### config.mk
export PLATFORM = sky130hd
export DESIGN_NAME = asp_stage3_ctrl
export DESIGN_NICKNAME = d
export VERILOG_FILES = /design/src/rtl/asp_stage3_ctrl.sv
export SDC_FILE = /design/constraint.sdc
export NUM_CORES = 1
export LEC_CHECK = 0
export ABC_AREA = 0
export CAP_MARGIN = 20
export CELL_PAD_IN_SITES_DETAIL_PLACEMENT = 2
export CELL_PAD_IN_SITES_GLOBAL_PLACEMENT = 2
export CORE_ASPECT_RATIO = 1.75
export CORE_MARGIN = 3
export CORE_UTILIZATION = 24
export CTS_BUF_LIST = sky130_fd_sc_hd__clkbuf_4
export DETAILED_ROUTE_END_ITERATION = 7
export PLACE_DENSITY = 0.78
export SYNTH_ARGS = -nofsm -noshare
export SYNTH_HDL_FRONTEND = slang
export SYNTH_SLANG_ARGS = --single-unit
### constraint.sdc
create_clock -name clk -period 1.8 [get_ports clk]
set_input_delay 0.36 -clock clk [delete_from_list [all_inputs] [get_ports clk]]
set_output_delay 0.36 -clock clk [all_outputs]
set_load 0.05 [all_outputs]
### src/rtl/asp_stage3_ctrl.sv
// ---------------------------------------------------------------------------
// asp_stage3_ctrl
// Stage-3 dispatch controller. Accepts one decoded transaction from the
// stage-3 registers, routes it either to the network (clean TX) or back to
// the host (RX payloads and every error class), and keeps saturating
// statistics counters for completed network frames and error events.
// All outputs come straight from flops.
// ---------------------------------------------------------------------------
module asp_stage3_ctrl #(
    parameter int data_size = 32,
    parameter int tag_size  = 8,
    parameter int cnt_size  = 16
) (
    input  logic                          clk,
    input  logic                          reset,
    input  logic                          in_valid,
    output logic                          in_ready,
    input  logic [1:0]                    opcode,
    input  logic                          soft_error,
    input  logic                          tag_match,
    input  logic [data_size-1:0]          rx_data,
    input  logic [data_size-1:0]          tx_data,
    input  logic [data_size+tag_size-1:0] tx_data_plus_tag,
    output logic                          net_valid,
    input  logic                          net_ready,
    output logic [data_size+tag_size-1:0] net_data,
    output logic                          host_valid,
    input  logic                          host_ready,
    output logic [data_size-1:0]          host_data,
    output logic [1:0]                    host_status,
    input  logic                          cnt_clear,
    output logic [cnt_size-1:0]           tx_count,
    output logic [cnt_size-1:0]           err_count
);

    typedef enum logic [1:0] {
        ST_IDLE      = 2'd0,
        ST_SEND_NET  = 2'd1,
        ST_SEND_HOST = 2'd2
    } state_t;

    localparam logic [1:0] OP_NOP = 2'b00;
    localparam logic [1:0] OP_TX  = 2'b01;
    localparam logic [1:0] OP_RX  = 2'b10;
    localparam logic [1:0] OP_BAD = 2'b11;

    localparam logic [1:0] STS_RX_OK    = 2'b00;
    localparam logic [1:0] STS_SOFT_ERR = 2'b01;
    localparam logic [1:0] STS_TAG_ERR  = 2'b10;
    localparam logic [1:0] STS_BAD_OP   = 2'b11;

    // Saturating increment: an all-ones counter holds its value.
    function automatic logic [cnt_size-1:0] sat_inc(input logic [cnt_size-1:0] v);
        logic [cnt_size-1:0] r;
        if (&v) begin
            r = v;
        end else begin
            r = v + {{(cnt_size-1){1'b0}}, 1'b1};
        end
        return r;
    endfunction

    state_t                          state_r;
    state_t                          state_nx_s;
    logic                            in_ready_r;
    logic                            net_valid_r;
    logic                            host_valid_r;
    logic [data_size+tag_size-1:0]   net_data_r;
    logic [data_size-1:0]            host_data_r;
    logic [1:0]                      host_status_r;
    logic [cnt_size-1:0]             tx_count_r;
    logic [cnt_size-1:0]             err_count_r;

    logic                            load_net_s;
    logic                            load_host_s;
    logic [data_size-1:0]            host_data_nx_s;
    logic [1:0]                      host_status_nx_s;
    logic                            err_event_s;
    logic                            tx_done_s;

    // Next-state decode, holding-register load strobes and counter events.
    always_comb begin
        state_nx_s       = state_r;
        load_net_s       = 1'b0;
        load_host_s      = 1'b0;
        host_data_nx_s   = {data_size{1'b0}};
        host_status_nx_s = STS_RX_OK;
        err_event_s      = 1'b0;
        tx_done_s        = 1'b0;
        case (state_r)
            ST_IDLE: begin
                // in_ready is high only here, so in_valid alone means acceptance
                if (in_valid) begin
                    case (opcode)
                        OP_NOP: begin
                            state_nx_s = ST_IDLE;
                        end
                        OP_TX: begin
                            if (soft_error) begin
                                state_nx_s       = ST_SEND_HOST;
                                load_host_s      = 1'b1;
                                host_data_nx_s   = tx_data;
                                host_status_nx_s = STS_SOFT_ERR;
                                err_event_s      = 1'b1;
                            end else begin
                                state_nx_s = ST_SEND_NET;
                                load_net_s = 1'b1;
                            end
                        end
                        OP_RX: begin
                            state_nx_s     = ST_SEND_HOST;
                            load_host_s    = 1'b1;
                            host_data_nx_s = rx_data;
                            if (tag_match) begin
                                host_status_nx_s = STS_RX_OK;
                            end else begin
                                host_status_nx_s = STS_TAG_ERR;
                                err_event_s      = 1'b1;
                            end
                        end
                        OP_BAD: begin
                            state_nx_s       = ST_SEND_HOST;
                            load_host_s      = 1'b1;
                            host_data_nx_s   = {data_size{1'b0}};
                            host_status_nx_s = STS_BAD_OP;
                            err_event_s      = 1'b1;
                        end
                        default: begin
                            state_nx_s = ST_IDLE;
                        end
                    endcase
                end else begin
                    state_nx_s = ST_IDLE;
                end
            end
            ST_SEND_NET: begin
                if (net_ready) begin
                    state_nx_s = ST_IDLE;
                    tx_done_s  = 1'b1;
                end else begin
                    state_nx_s = ST_SEND_NET;
                end
            end
            ST_SEND_HOST: begin
                if (host_ready) begin
                    state_nx_s = ST_IDLE;
                end else begin
                    state_nx_s = ST_SEND_HOST;
                end
            end
            default: begin
                // unreachable encoding: recover to a safe idle state
                state_nx_s = ST_IDLE;
            end
        endcase
    end

    // State register plus flopped handshake outputs derived from the next state.
    always_ff @(posedge clk or negedge reset) begin
        if (!reset) begin
            state_r      <= ST_IDLE;
            in_ready_r   <= 1'b1;
            net_valid_r  <= 1'b0;
            host_valid_r <= 1'b0;
        end else begin
            state_r      <= state_nx_s;
            in_ready_r   <= (state_nx_s == ST_IDLE);
            net_valid_r  <= (state_nx_s == ST_SEND_NET);
            host_valid_r <= (state_nx_s == ST_SEND_HOST);
        end
    end

    // Holding registers: loaded only on acceptance, so they stay stable while stalled.
    always_ff @(posedge clk or negedge reset) begin
        if (!reset) begin
            net_data_r    <= {(data_size+tag_size){1'b0}};
            host_data_r   <= {data_size{1'b0}};
            host_status_r <= STS_RX_OK;
        end else begin
            if (load_net_s) begin
                net_data_r <= tx_data_plus_tag;
            end
            if (load_host_s) begin
                host_data_r   <= host_data_nx_s;
                host_status_r <= host_status_nx_s;
            end
        end
    end

    // Statistics counters: synchronous clear dominates, increments saturate.
    always_ff @(posedge clk or negedge reset) begin
        if (!reset) begin
            tx_count_r  <= {cnt_size{1'b0}};
            err_count_r <= {cnt_size{1'b0}};
        end else if (cnt_clear) begin
            tx_count_r  <= {cnt_size{1'b0}};
            err_count_r <= {cnt_size{1'b0}};
        end else begin
            if (tx_done_s) begin
                tx_count_r <= sat_inc(tx_count_r);
            end
            if (err_event_s) begin
                err_count_r <= sat_inc(err_count_r);
            end
        end
    end

    assign in_ready    = in_ready_r;
    assign net_valid   = net_valid_r;
    assign host_valid  = host_valid_r;
    assign net_data    = net_data_r;
    assign host_data   = host_data_r;
    assign host_status = host_status_r;
    assign tx_count    = tx_count_r;
    assign err_count   = err_count_r;

endmodule
== Word level (Yosys, flattened, before mapping) ==
Cells that the tools add are included.

* Input port bits: 114
* Word-level logic and storage cells: 65
* Output and inout bits: 109
* Bits in registers: 111

* Reductions and logical operators: 10
* Mux-type cells: 35
* Add/subtract/negate cells: 2
* Eq/ne operators: 9

{| class="wikitable"
|+ Operators by type and width
! kind !! number
|-
| 16-bit 2-to-1 mux || 6
|-
| 32-bit 2-to-1 mux || 3
|-
| 32-bit case mux with 2 select lines || 1
|-
| 16-bit by 1-bit adder with 16-bit output (second input constant) || 2
|-
| 16-bit AND reduction || 2
|-
| 2-bit case mux with 3 select lines || 3
|-
| 1-bit 2-to-1 mux || 14
|-
| 2-bit 2-to-1 mux || 6
|-
| 2-bit equality test (second input constant) || 4
|-
| 2-bit by 1-bit equality test with 1-bit output (second input constant) || 3
|-
| 2-bit zero test || 3
|-
| 2-bit inequality test (second input constant) || 2
|-
| 2-bit AND reduction || 2
|-
| 2-bit nonzero test || 2
|-
| 1-bit case mux with 3 select lines || 1
|-
| 1-bit case mux with 2 select lines || 1
|-
| 2-bit OR reduction || 1
|}

== Logic depth before layout (Yosys ltp) ==
* Word-level depth: 6
* Gate-level depth with buffers: 8
* Depth with buffers taken out: 6

== Worst setup path before layout ==
Ideal clock, no wire load.

* Kind: register to register
* From: reg tx_count_r[3] (netlist: tx_count[3])
* To: reg tx_count_r[13] (netlist: tx_count[13])
* Stages on the path, launching flop included: 6
* Period minus slack after synthesis: 2.086 ns
* Path buffers: 1
* Setup slack: -0.286 ns
* Data required time: 1.675 ns
* Data arrival time: 1.962 ns
* Setup time: 0.125 ns
* Path through: dfrtp_1 -> nand4_1 -> nor2_1 -> clkbuf_1 -> nor4b_1 -> mux2_2

* Word-level cells in the longest chain between the ends: 4
* Elaborated cells between the ends (all ways): 7
* Those cells by class: add/sub: 1; eq/ne: 1; mux: 3; reduce/logical: 2

{| class="wikitable"
|+ RTL lines
! item !! RTL line !! text
|-
| start, declared || 71 || <nowiki>logic [cnt_size-1:0] tx_count_r;</nowiki>
|-
| start signal, assigned || 193 || <nowiki>tx_count_r <= {cnt_size{1'b0}};</nowiki>
|-
| start signal, assigned || 196 || <nowiki>tx_count_r <= {cnt_size{1'b0}};</nowiki>
|-
| start signal, assigned || 200 || <nowiki>tx_count_r <= sat_inc(tx_count_r);</nowiki>
|-
| 16-bit by 1-bit adder with 16-bit output || 58 || <nowiki>r = v + {{(cnt_size-1){1'b0}}, 1'b1};</nowiki>
|-
| 16-bit 2-to-1 mux || 55 || <nowiki>if (&v) begin</nowiki>
|-
| 16-bit 2-to-1 mux || 199 || <nowiki>if (tx_done_s) begin</nowiki>
|-
| 16-bit 2-to-1 mux || 195 || <nowiki>end else if (cnt_clear) begin</nowiki>
|}

Several ways; a longest one is shown, not always the timed one. The select of a mux whose other input is x is not followed.
A chain may end at the register's enable or synchronous reset.

== Final worst setup path ==
* From: reg tx_count_r[0] (netlist: tx_count[0])
* To: reg tx_count_r[12] (netlist: tx_count[12])

Same word-level chain as after synthesis.

==> results.json <==
{
  "crit_path_end_kind": "register",
  "ant_nets": 0,
  "synthFlopType": "dfrtp_1",
  "synth-warning-count": 0,
  "place_area_sq_um": 8014,
  "p_int_mw": 4.364,
  "dpl.hpwl_microns": 16080,
  "grt_setup_unrepaired": "true",
  "max_slew.worst_pin.slew_ns": 0.5984,
  "hold_violations": 0,
  "ys_ff_latch": 111,
  "vias": 5270,
  "grt_usage": 0.1828,
  "clockRootBuffer": "clkbuf_4",
  "critPathMaxStageDelay_ns": 0.43,
  "path_class": "reg -> reg",
  "drive_gt1_frac": 0.4582,
  "fmax_mhz": 502.1,
  "viasPerCell": 4.976,
  "io_buffers": 222,
  "drt_iter0_markers": 163,
  "fin_skew_ns": 0.01654,
  "wl_per_cell_microns": 22.27,
  "layout_common_cells": "buf_4 (163), clkdlybuf4s50_1 (110), dfrtp_1 (83)",
  "initial_utilization": 0.2442,
  "synth.distinct_cells": 47,
  "synth-edff-count": 0,
  "gp_congestion": 0.7954,
  "dp_cells": 1011,
  "async_flop_share": 1.000,
  "syn-num-nets": 599,
  "final.setup.tns_ns": -2.950,
  "syn_area_per_cell_sq_um": 10.96,
  "power_leakage_nw": 3.746,
  "ys_seq_area_frac": 0.5293,
  "p_switching_mw": 3.032,
  "setup_viol": 53,
  "die_y_microns": 201.7,
  "cp-start-kind": "register",
  "fin_ws_ns": -0.1918,
  "firstDrtPassIters": 6,
  "core_area_sq_um": 21500,
  "layout.nets": 881,
  "routed_wl_microns": 23590,
  "seq_area_sq_um": 2813,
  "grt_pass1_vias": 5846,
  "crit_chain": "ha_1, and2_1, nand4_1, buf_4, o31ai_1, a21oi_2",
  "worst_skew_pair.late_latency_ns": 0.51,
  "layout_commonest_cell": "buf_4",
  "cts_tree": "done",
  "seq_power_share": 0.415,
  "fill_cells": 2304,
  "h-tree-depth": 3,
  "slew_violations": 0,
  "dieArea_sq_um": 23760,
  "power_frac_comb": 0.405,
  "clk_pin_slew_ns": 0.18,
  "pwr-share-clk": 0.180,
  "overflow": 0,
  "route.detailed.drc": 0,
  "finalCriticalPeriod_ns": 1.992,
  "area_growth_pct": 70.04,
  "multi_input_area_sq_um": 2735,
  "grt_pass1_wl_microns": 34180,
  "instances_no_fill": 1059,
  "syn-cell-area_sq_um": 5250,
  "drv_cap": 0,
  "cp.required_ns": 2.19,
  "switching_share": 0.4099,
  "cp_max_fo": 5,
  "cpMaxStageDelayCell": "dfrtp_2",
  "cts_buffer_depth": 2,
  "finalCritPeriodShare": 1.107,
  "hp-class": "in -> async",
  "fin_area_sq_um": 8927,
  "postSynthCellCount": 479,
  "grt_start_max_net_pins": 47,
  "dieWidth_microns": 117.8,
  "crit_arrival_ns": 2.39,
  "status": "finished, violations left",
  "power_density_nw_per_um2": 828.5,
  "slew-limit-headroom": 0.5989,
  "boundaryPins": 223,
  "violations": "setup timing",
  "rows": 71,
  "cts.sinks": 111,
  "cts_buffers": 9,
  "vdd_drop_max_v": 0.0003847,
  "antenna_found_initial": 1
}
## cell usage after synthesis (2+ instances only)
| cell | n | share of area |
|---|---|---|
| o21ai_1 | 2 | 0.0019 |
| nor2_1 | 18 | 0.013 |
| o211ai_1 | 2 | 0.0029 |
| nand2_1 | 49 | 0.035 |
| or3_1 | 4 | 0.0048 |
| buf_1 | 3 | 0.0021 |
| nor2b_1 | 13 | 0.015 |
| nor3_1 | 7 | 0.0067 |
| a21oi_1 | 21 | 0.020 |
| nand4_1 | 12 | 0.014 |
| dfrtp_1 | 110 | 0.52 |
| inv_1 | 5 | 0.0036 |
| a22oi_1 | 33 | 0.047 |
| ha_1 | 6 | 0.014 |
| and4_1 | 4 | 0.0067 |
| nand3_1 | 9 | 0.0086 |
| o21ai_0 | 6 | 0.0057 |
| o31ai_1 | 41 | 0.059 |
| nor4_1 | 4 | 0.0048 |
| a31oi_1 | 5 | 0.0060 |
| and2_1 | 2 | 0.0024 |
| or4_1 | 9 | 0.013 |
| mux2_2 | 50 | 0.11 |
| o41ai_1 | 2 | 0.0033 |
| and3_1 | 5 | 0.0060 |
| a41oi_1 | 2 | 0.0033 |
| a211oi_1 | 5 | 0.0072 |
| nand2b_1 | 4 | 0.0048 |
| clkbuf_1 | 27 | 0.019 |
| nand4b_1 | 2 | 0.0033 |
## worst max-delay path: cells and delay by family (launching register included)
family | cells | cell delay, ns
AND/OR/NAND/NOR | 2 | 0.55
AO/OA/AOI/OAI | 2 | 0.45
flip-flops | 1 | 0.43
buffers and inverters | 1 | 0.24
adder cells (fa/ha/maj) | 1 | 0.23
## sequential cells by signal, summed over array words and instances, names as in the netlist
| name | count |
|---|---|
| host_data | 32 |
| host_status | 2 |
| net_valid | 1 |
| net_data | 40 |
| host_valid | 1 |
| in_ready | 1 |
| tx_count | 16 |
| state_r | 2 |
| err_count | 16 |
## cell families (layout without fill, tap and decap cells)
logic type                 count (synthesis)  in the layout  share of synthesized area
and+or+nand+nor                          149            149                     0.1530
AOI/OAI and AO/OA                        126            126                     0.1683
DFF                                      111            111                     0.5293
muxes                                     51             51                     0.1092
buffers and inverters                     36            323                    0.02598
adders and majority gates                  6              6                    0.01430
other                                      0              1                          0
## path summary, 6_finish.rpt
kind | from | to | slack, ns | cells after the start
worst max-delay path | tx_count[0] | tx_count[12] | -0.19 | 6
worst min-delay path | reset | err_count[10] | 0.31 | 2
worst max register to register | tx_count[0] | tx_count[12] | -0.19 | 6
worst min register to register | host_data[0] | host_data[0] | 0.51 | 2
max in group asynchronous | reset | tx_count[13] | 0.78 | 3
min in group clk | tx_data_plus_tag[1] | net_data[1] | 0.45 | 2
## power groups by stage
stage / Sequential [mW] / Clock, mW / Combinational [mW]
floorplan: 4.29 / 0 / 0.459
global placement: 3.08 / 0 / 2.80
detailed placement: 3.12 / 0 / 2.89
CTS: 3.07 / 1.41 / 2.93
global route: 3.11 / 1.53 / 3.13
finish: 3.07 / 1.33 / 3.00
## per-stage QoR
stage	setup WS [ns]	power, mW	util	hold slack [ns]
after floorplan	-0.06332	4.752	-	0.06441
after CTS	-0.1063	7.415	0.3895	0.2854
after detailed placement	-0.8653	6.011	0.3728	0.3645
final	-0.1918	7.396	0.4153	0.3132
after global placement	-0.7925	5.878	0.3728	0.3509
after global routing	-0.2180	7.770	0.4153	0.3124
## repair_timing
| action | in CTS | in global routing |
|---|---|---|
| hold buffers | 1 | 0 |
| pin swaps | 15 | 14 |
| endpoints found under the setup margin | 80 | 80 |
| endpoints found under the hold margin | 30 | 0 |
| gates cloned | 2 | 7 |
| resized for setup | 32 | 59 |
| setup buffers | 6 | 16 |
## area by class of cell
class                           count  share of cell area
Timing Repair Buffer              302              0.3180
Sequential cell                   111              0.3151
Multi-Input combinational cell    332              0.3064
Tap cell                          292             0.04092
Clock buffer                       10            0.008409
Clock inverter                      6            0.006587
Inverter                            5            0.004345
Antenna cell                        1           0.0002803
## layer usage
metal  share of wire  global-route usage
met1            0.36              0.1846
met4           0.034             0.07170
met5               0                   0
met2            0.57              0.3618
met3           0.036             0.03459
Note: power is estimated with default switching activity, not from simulation.
==> RTL change 1, RTL diff (same flow settings) <==
The 3 states of `state_t` get a one-hot encoding in 3 bits.
--- a/src/rtl/asp_stage3_ctrl.sv
+++ b/src/rtl/asp_stage3_ctrl.sv
@@ -33,10 +33,10 @@
     output logic [cnt_size-1:0]           err_count
 );
 
-    typedef enum logic [1:0] {
-        ST_IDLE      = 2'd0,
-        ST_SEND_NET  = 2'd1,
-        ST_SEND_HOST = 2'd2
+    typedef enum logic [2:0] {
+        ST_IDLE      = 3'b001,
+        ST_SEND_NET  = 3'b010,
+        ST_SEND_HOST = 3'b100
     } state_t;
 
     localparam logic [1:0] OP_NOP = 2'b00;
Behaviour: same outputs for any inputs over 4 cycles, from zero or initial values and one cycle with reset low; so few cycles prove little.
==> RTL change 1 against the original RTL <==
The run still ends with setup timing left. Area after synthesis up 3.3%. Sequential cell count up 1. Worst setup slack better by 0.021 ns. Wire length down 2.1%. Non-clock buffer count up 21. Maximum frequency up 1.1%. Critical path depth down 1. Clock power up 5%. Synthesized cell count down 2.3%. Clock skew up 0.0021 ns. Final area up 6.6%. Power up 6.4%. Critical path type unchanged.
==> RTL change 1: results (changes against the original RTL) <==
[route]
drtPass1Iterations=5  ; -1
drt_iter0_drc=143  ; -12%
wire_per_inst_um=21.4  ; -3.9%
via_per_inst=4.82  ; -3.1%

[yosys]
syn_nets=588  ; -1.8%
synth_common_cells=dfrtp_1, mux2_2, nor2_1
synth_top_area_share_pct=50.7  ; -1.7 points
synthTopCellsByArea=dfrtp_1, mux2_2, a22oi_1
synth_compound_area_share_pct=10.8  ; -6.0 points
synth_seq_area_share_pct=51.7  ; -1.2 points
synth_mux_area_share_pct=17.8  ; +6.9 points
synth_adder_area_share_pct=1.38  ; -0.046 points
synth_warnings=0  ; unchanged
avgSynthCellArea_um2=11.6  ; +5.8%
synth_ff_type=dfrtp_1
synthArstFlopShare_pct=100  ; unchanged

[timing]
tns_ns=-7.79  ; -4.84 ns
setup_violations=91  ; +72%
fin_skew_ns=0.0186  ; +0.00210 ns
tightest_slew_ns=0.470  ; -0.128 ns
setup_ws_ns=-0.170  ; +0.0214 ns

[clock_network]
insertion_delay_ns=0.48  ; -0.03 ns
htreeDepth=3  ; unchanged
numCtsBuffers=9  ; unchanged
cts.path.max_buffers=2  ; unchanged

[power]
power_leakage_nw=4.11  ; +9.8%
ir_worst_vdd_mv=0.550  ; +43%

[layout]
fillers=2327  ; +1.0%
largest_reg_flops=40  ; unchanged
fin_nets=896  ; +1.7%
stdcell_count=1079  ; +1.9%
drive_above_1_share_pct=53.1  ; +7.3 points

[critical_path]
crit_path_max_fanout=7  ; +2
rr_startpoint=state_r[0]$_DFF_PN1_
critPathSlowestCell=dfstp_2
critPathMaxStageDelay_ns=0.59  ; +0.16 ns

[placement]
hpwl_mm=15.7  ; -2.5%
dp_cells=1024  ; +1.3%
gp_congestion=0.796  ; about the same

[global_routing]
grt_max_degree=61  ; +30%
grt_pass1_wl_mm=33.6  ; -1.6%
grt.overflow.total=0  ; unchanged
grt_pass1_vias=5994  ; +2.5%
grt.total_usage_pct=17.4  ; -0.83 points

[outcome]
status=complete, but fails checks
violations=setup timing

[worst_hold_path]
hold_class=in -> async

## RTL change 1: what timing repair did
action                     in CTS  in global routing
gates resized for setup        78                 52
hold endpoints to repair      110                  0
cloned                          7                  5
pin swaps                      12                 16
setup buffers                   9                 15
hold buffers                    1                  0
setup endpoints to repair     100                 98
## RTL change 1: final cells by class
cell class                      instances  area share (%)
Inverter                                8           0.316
Antenna cell                            2          0.0526
Multi-Input combinational cell        322            31.9
Sequential cell                       112            29.9
Tap cell                              296            3.89
Timing Repair Buffer                  323            32.4
Clock buffer                            9           0.710
Clock inverter                          7           0.815
## RTL change 1: power by group
group	switching [W]	internal, W	total, W	leakage [nW]
clock network	0.000952	0.000439	0.00139	0.0773
logic	0.00207	0.00127	0.00334	2.61
registers	0.000240	0.00290	0.00314	1.42
## RTL change 1: worst reg2reg max path, stage by stage, from the launching register on
cell,delay [ns]
dfstp_2,0.59
and4bb_4,0.35
buf_6,0.14
o211ai_4,0.12
or4_4,0.55
a21oi_2,0.17
## RTL change 1: cells by family (layout without fill, tap and decap cells)
kind of cell               after synthesis  in the layout
and+or+nand+nor                        145            145
buffers and inverters                   36            347
muxes                                   86             86
DFF                                    112            112
AOI/OAI and AO/OA                       83             85
other                                    0              2
adders and majority gates                6              6
## RTL change 1: routing by layer
| layer | GRT usage [%] | wire length, µm |
|---|---|---|
| met2 | 35.3 | 13800 |
| met5 | 0 | 0 |
| met1 | 18.0 | 8000 |
| met4 | 5.20 | 497 |
| met3 | 2.79 | 807 |
## RTL change 1: worst paths after layout
| check | slack (ns) | depth (start not counted) | endpoint |
|---|---|---|---|
| max in group asynchronous | 1.06 | 3 | state_r[0]$_DFF_PN1_ |
| max | -0.17 | 5 | err_count[7]$_DFFE_PN0P_ |
| max reg2reg | -0.17 | 5 | err_count[7]$_DFFE_PN0P_ |
| min | 0.40 | 3 | err_count[11]$_DFFE_PN0P_ |
| min reg2reg | 0.53 | 1 | net_data[15]$_DFFE_PN0P_ |
| min in group clk | 0.46 | 2 | net_data[21]$_DFFE_PN0P_ |
## RTL change 1: per-stage QoR
step	instance area, µm²	setup slack (ns)
2_1_floorplan	5590	-0.0585
4_1_cts	9020	-0.0961
5_1_grt	9510	-0.213
6_report	9510	-0.170
3_5_place_dp	8340	-0.766
3_3_place_gp	8340	-0.636
==> RTL change 2, RTL diff (same settings) <==
Without the edit above. Set the parameter `tag_size` to 16 (it was 8).
--- a/src/rtl/asp_stage3_ctrl.sv
+++ b/src/rtl/asp_stage3_ctrl.sv
@@ -8,7 +8,7 @@
 // ---------------------------------------------------------------------------
 module asp_stage3_ctrl #(
     parameter int data_size = 32,
-    parameter int tag_size  = 8,
+    parameter int tag_size  = 16,
     parameter int cnt_size  = 16
 ) (
     input  logic                          clk,
Interface: changed (resized net_data and tx_data_plus_tag); port bits go from 223 to 239. No check against the original RTL was run, so the function may have changed too.
==> RTL change 2 against the original RTL <==
The run still ends with setup timing left. Power increased by 20%. Sequential share of layout area increased by 2.0 points. Non-clock buffer count decreased by 17. Maximum frequency increased by 11%. Area after synthesis increased by 1.8%. Utilization decreased by 0.27 points. Sequential cell count increased by 8. Final area increased by 0.17%. Worst setup slack improved by 0.19 ns. Die area increased by 1.7%. Worst hold slack improved by 0.084 ns. Wire length decreased by 6.7%. Largest cell class is now flip-flops and latches.
==> RTL change 2: results (changes against the original RTL) <==
[timing]
relSlewSlack_pct=55.6  ; -4.3 points
setup_violations=1  ; -98%
setup_ws_ns=-0.00168  ; +0.190 ns

[layout]
drive_above_1_share_pct=43.3  ; -2.6 points
fin_nets=866  ; -1.7%
num_antenna_cells=3  ; +2
clk_share_pct=3.30  ; +1.8 points
buffer_area_share_pct=29.2  ; -2.6 points
multi_input_gates=310  ; -6.6%
largest_reg_flops=48  ; +20%
multi_input_area_share_pct=29.5  ; -1.1 points
buffers=285  ; -5.6%

[clock_network]
numCtsBuffers=17  ; +8
clkTransAtPathRegs_ns=0.10  ; -0.08 ns
clock_sinks=119  ; +7.2%
insertion_delay_ns=0.55  ; +0.04 ns

[yosys]
synth_adder_area_share_pct=1.40  ; -0.025 points
synth_top_area_share_pct=55.3  ; +2.8 points
syn_area_um2=5340  ; +1.8%
synth_compound_area_share_pct=13.3  ; -3.5 points
synth_cell_types=43  ; -8.5%
synth_seq_area_share_pct=55.7  ; +2.8 points
synth_common_cells=dfrtp_1, nand2_1, mux2_2
avgSynthCellArea_um2=11.6  ; +5.8%
synth-xor-area-share_pct=3.93  ; +3.9 points

[route]
drtPass1Iterations=4  ; -2
wl_met1_mm=7.43  ; -12%
routed_wl_mm=22.0  ; -6.7%
drt_iter0_drc=141  ; -13%
via_per_inst=4.69  ; -5.8%
dr_wl_met2_mm=13.2  ; -2.5%

[global_routing]
grt.total_usage_pct=17.4  ; -0.84 points
grt_pass1_wl_mm=32.6  ; -4.6%
grt_pass1_vias=5618  ; -3.9%

[critical_path]
rr_startpoint=state_r[1]$_DFF_PN0_
rr_worst_depth=4  ; -2
crit_path_max_fanout=48  ; +43
critPathSlowestCell=or4_4

[placement]
dp_worst_setup_slack_ns=-0.736  ; +0.129 ns
portBuffers=238  ; +7.2%
place_area_um2=8070  ; +0.70%
hpwl_mm=16.3  ; +1.1%
gp_congestion=0.802  ; +0.80%

[outcome]
status=complete, but fails checks
violations=setup timing

[power]
power_leakage_nw=3.83  ; +2.1%
ir_worst_vdd_mv=0.424  ; +10%
internal_power_w=0.00536  ; +23%

## RTL change 2: cell types whose count changed after synthesis, sizes merged, moves of 5 or more
cell,unedited run,this run
nand4,12,6
o31ai,41,36
nor2,18,33
or4,9,4
a31oi,5,0
clkbuf,27,20
xor2,0,6
dfrtp,110,118
nor2b,13,3
a21oi,21,7
xnor2,0,18
## RTL change 2: tightest hold or removal path, cell delays in order
cell	delay, ns
dlygate4sd3_1	0.55
buf_4	0.13
buf_12	0.32
## RTL change 2: timing repair
| item | in CTS | in global routing |
|---|---|---|
| pin swaps | 2 | 13 |
| setup buffers | 2 | 3 |
| gates resized for setup | 8 | 75 |
| endpoints found under the setup margin | 67 | 35 |
| cloned | 0 | 6 |
| hold buffers | 1 | 0 |
| hold endpoints to repair | 118 | 0 |
## RTL change 2: power groups by stage
stage | clock network (W) | registers [W] | logic, W
floorplan | 0 | 0.00475 | 0.000508
global placement | 0 | 0.00335 | 0.00317
detailed placement | 0 | 0.00339 | 0.00326
CTS | 0.00221 | 0.00334 | 0.00328
global route | 0.00233 | 0.00339 | 0.00354
finish | 0.00211 | 0.00333 | 0.00340
## RTL change 2: worst paths after layout
check | endpoint | slack [ns]
max | net_data[15]$_DFFE_PN0P_ | -0.002
min | net_data[9]$_DFFE_PN0P_ | 0.40
max reg2reg | net_data[15]$_DFFE_PN0P_ | -0.002
min reg2reg | host_data[17]$_DFFE_PN0P_ | 0.49
max in group asynchronous | err_count[0]$_DFFE_PN0P_ | 0.76
min in group clk | net_data[38]$_DFFE_PN0P_ | 0.42
## RTL change 2: layer usage
layer | global-route usage (%) | vias up
met5 | 0 | -
met4 | 7.63 | 0
met3 | 3.72 | 35
met2 | 34.6 | 140
met1 | 16.9 | 2476
li1 | - | 2242
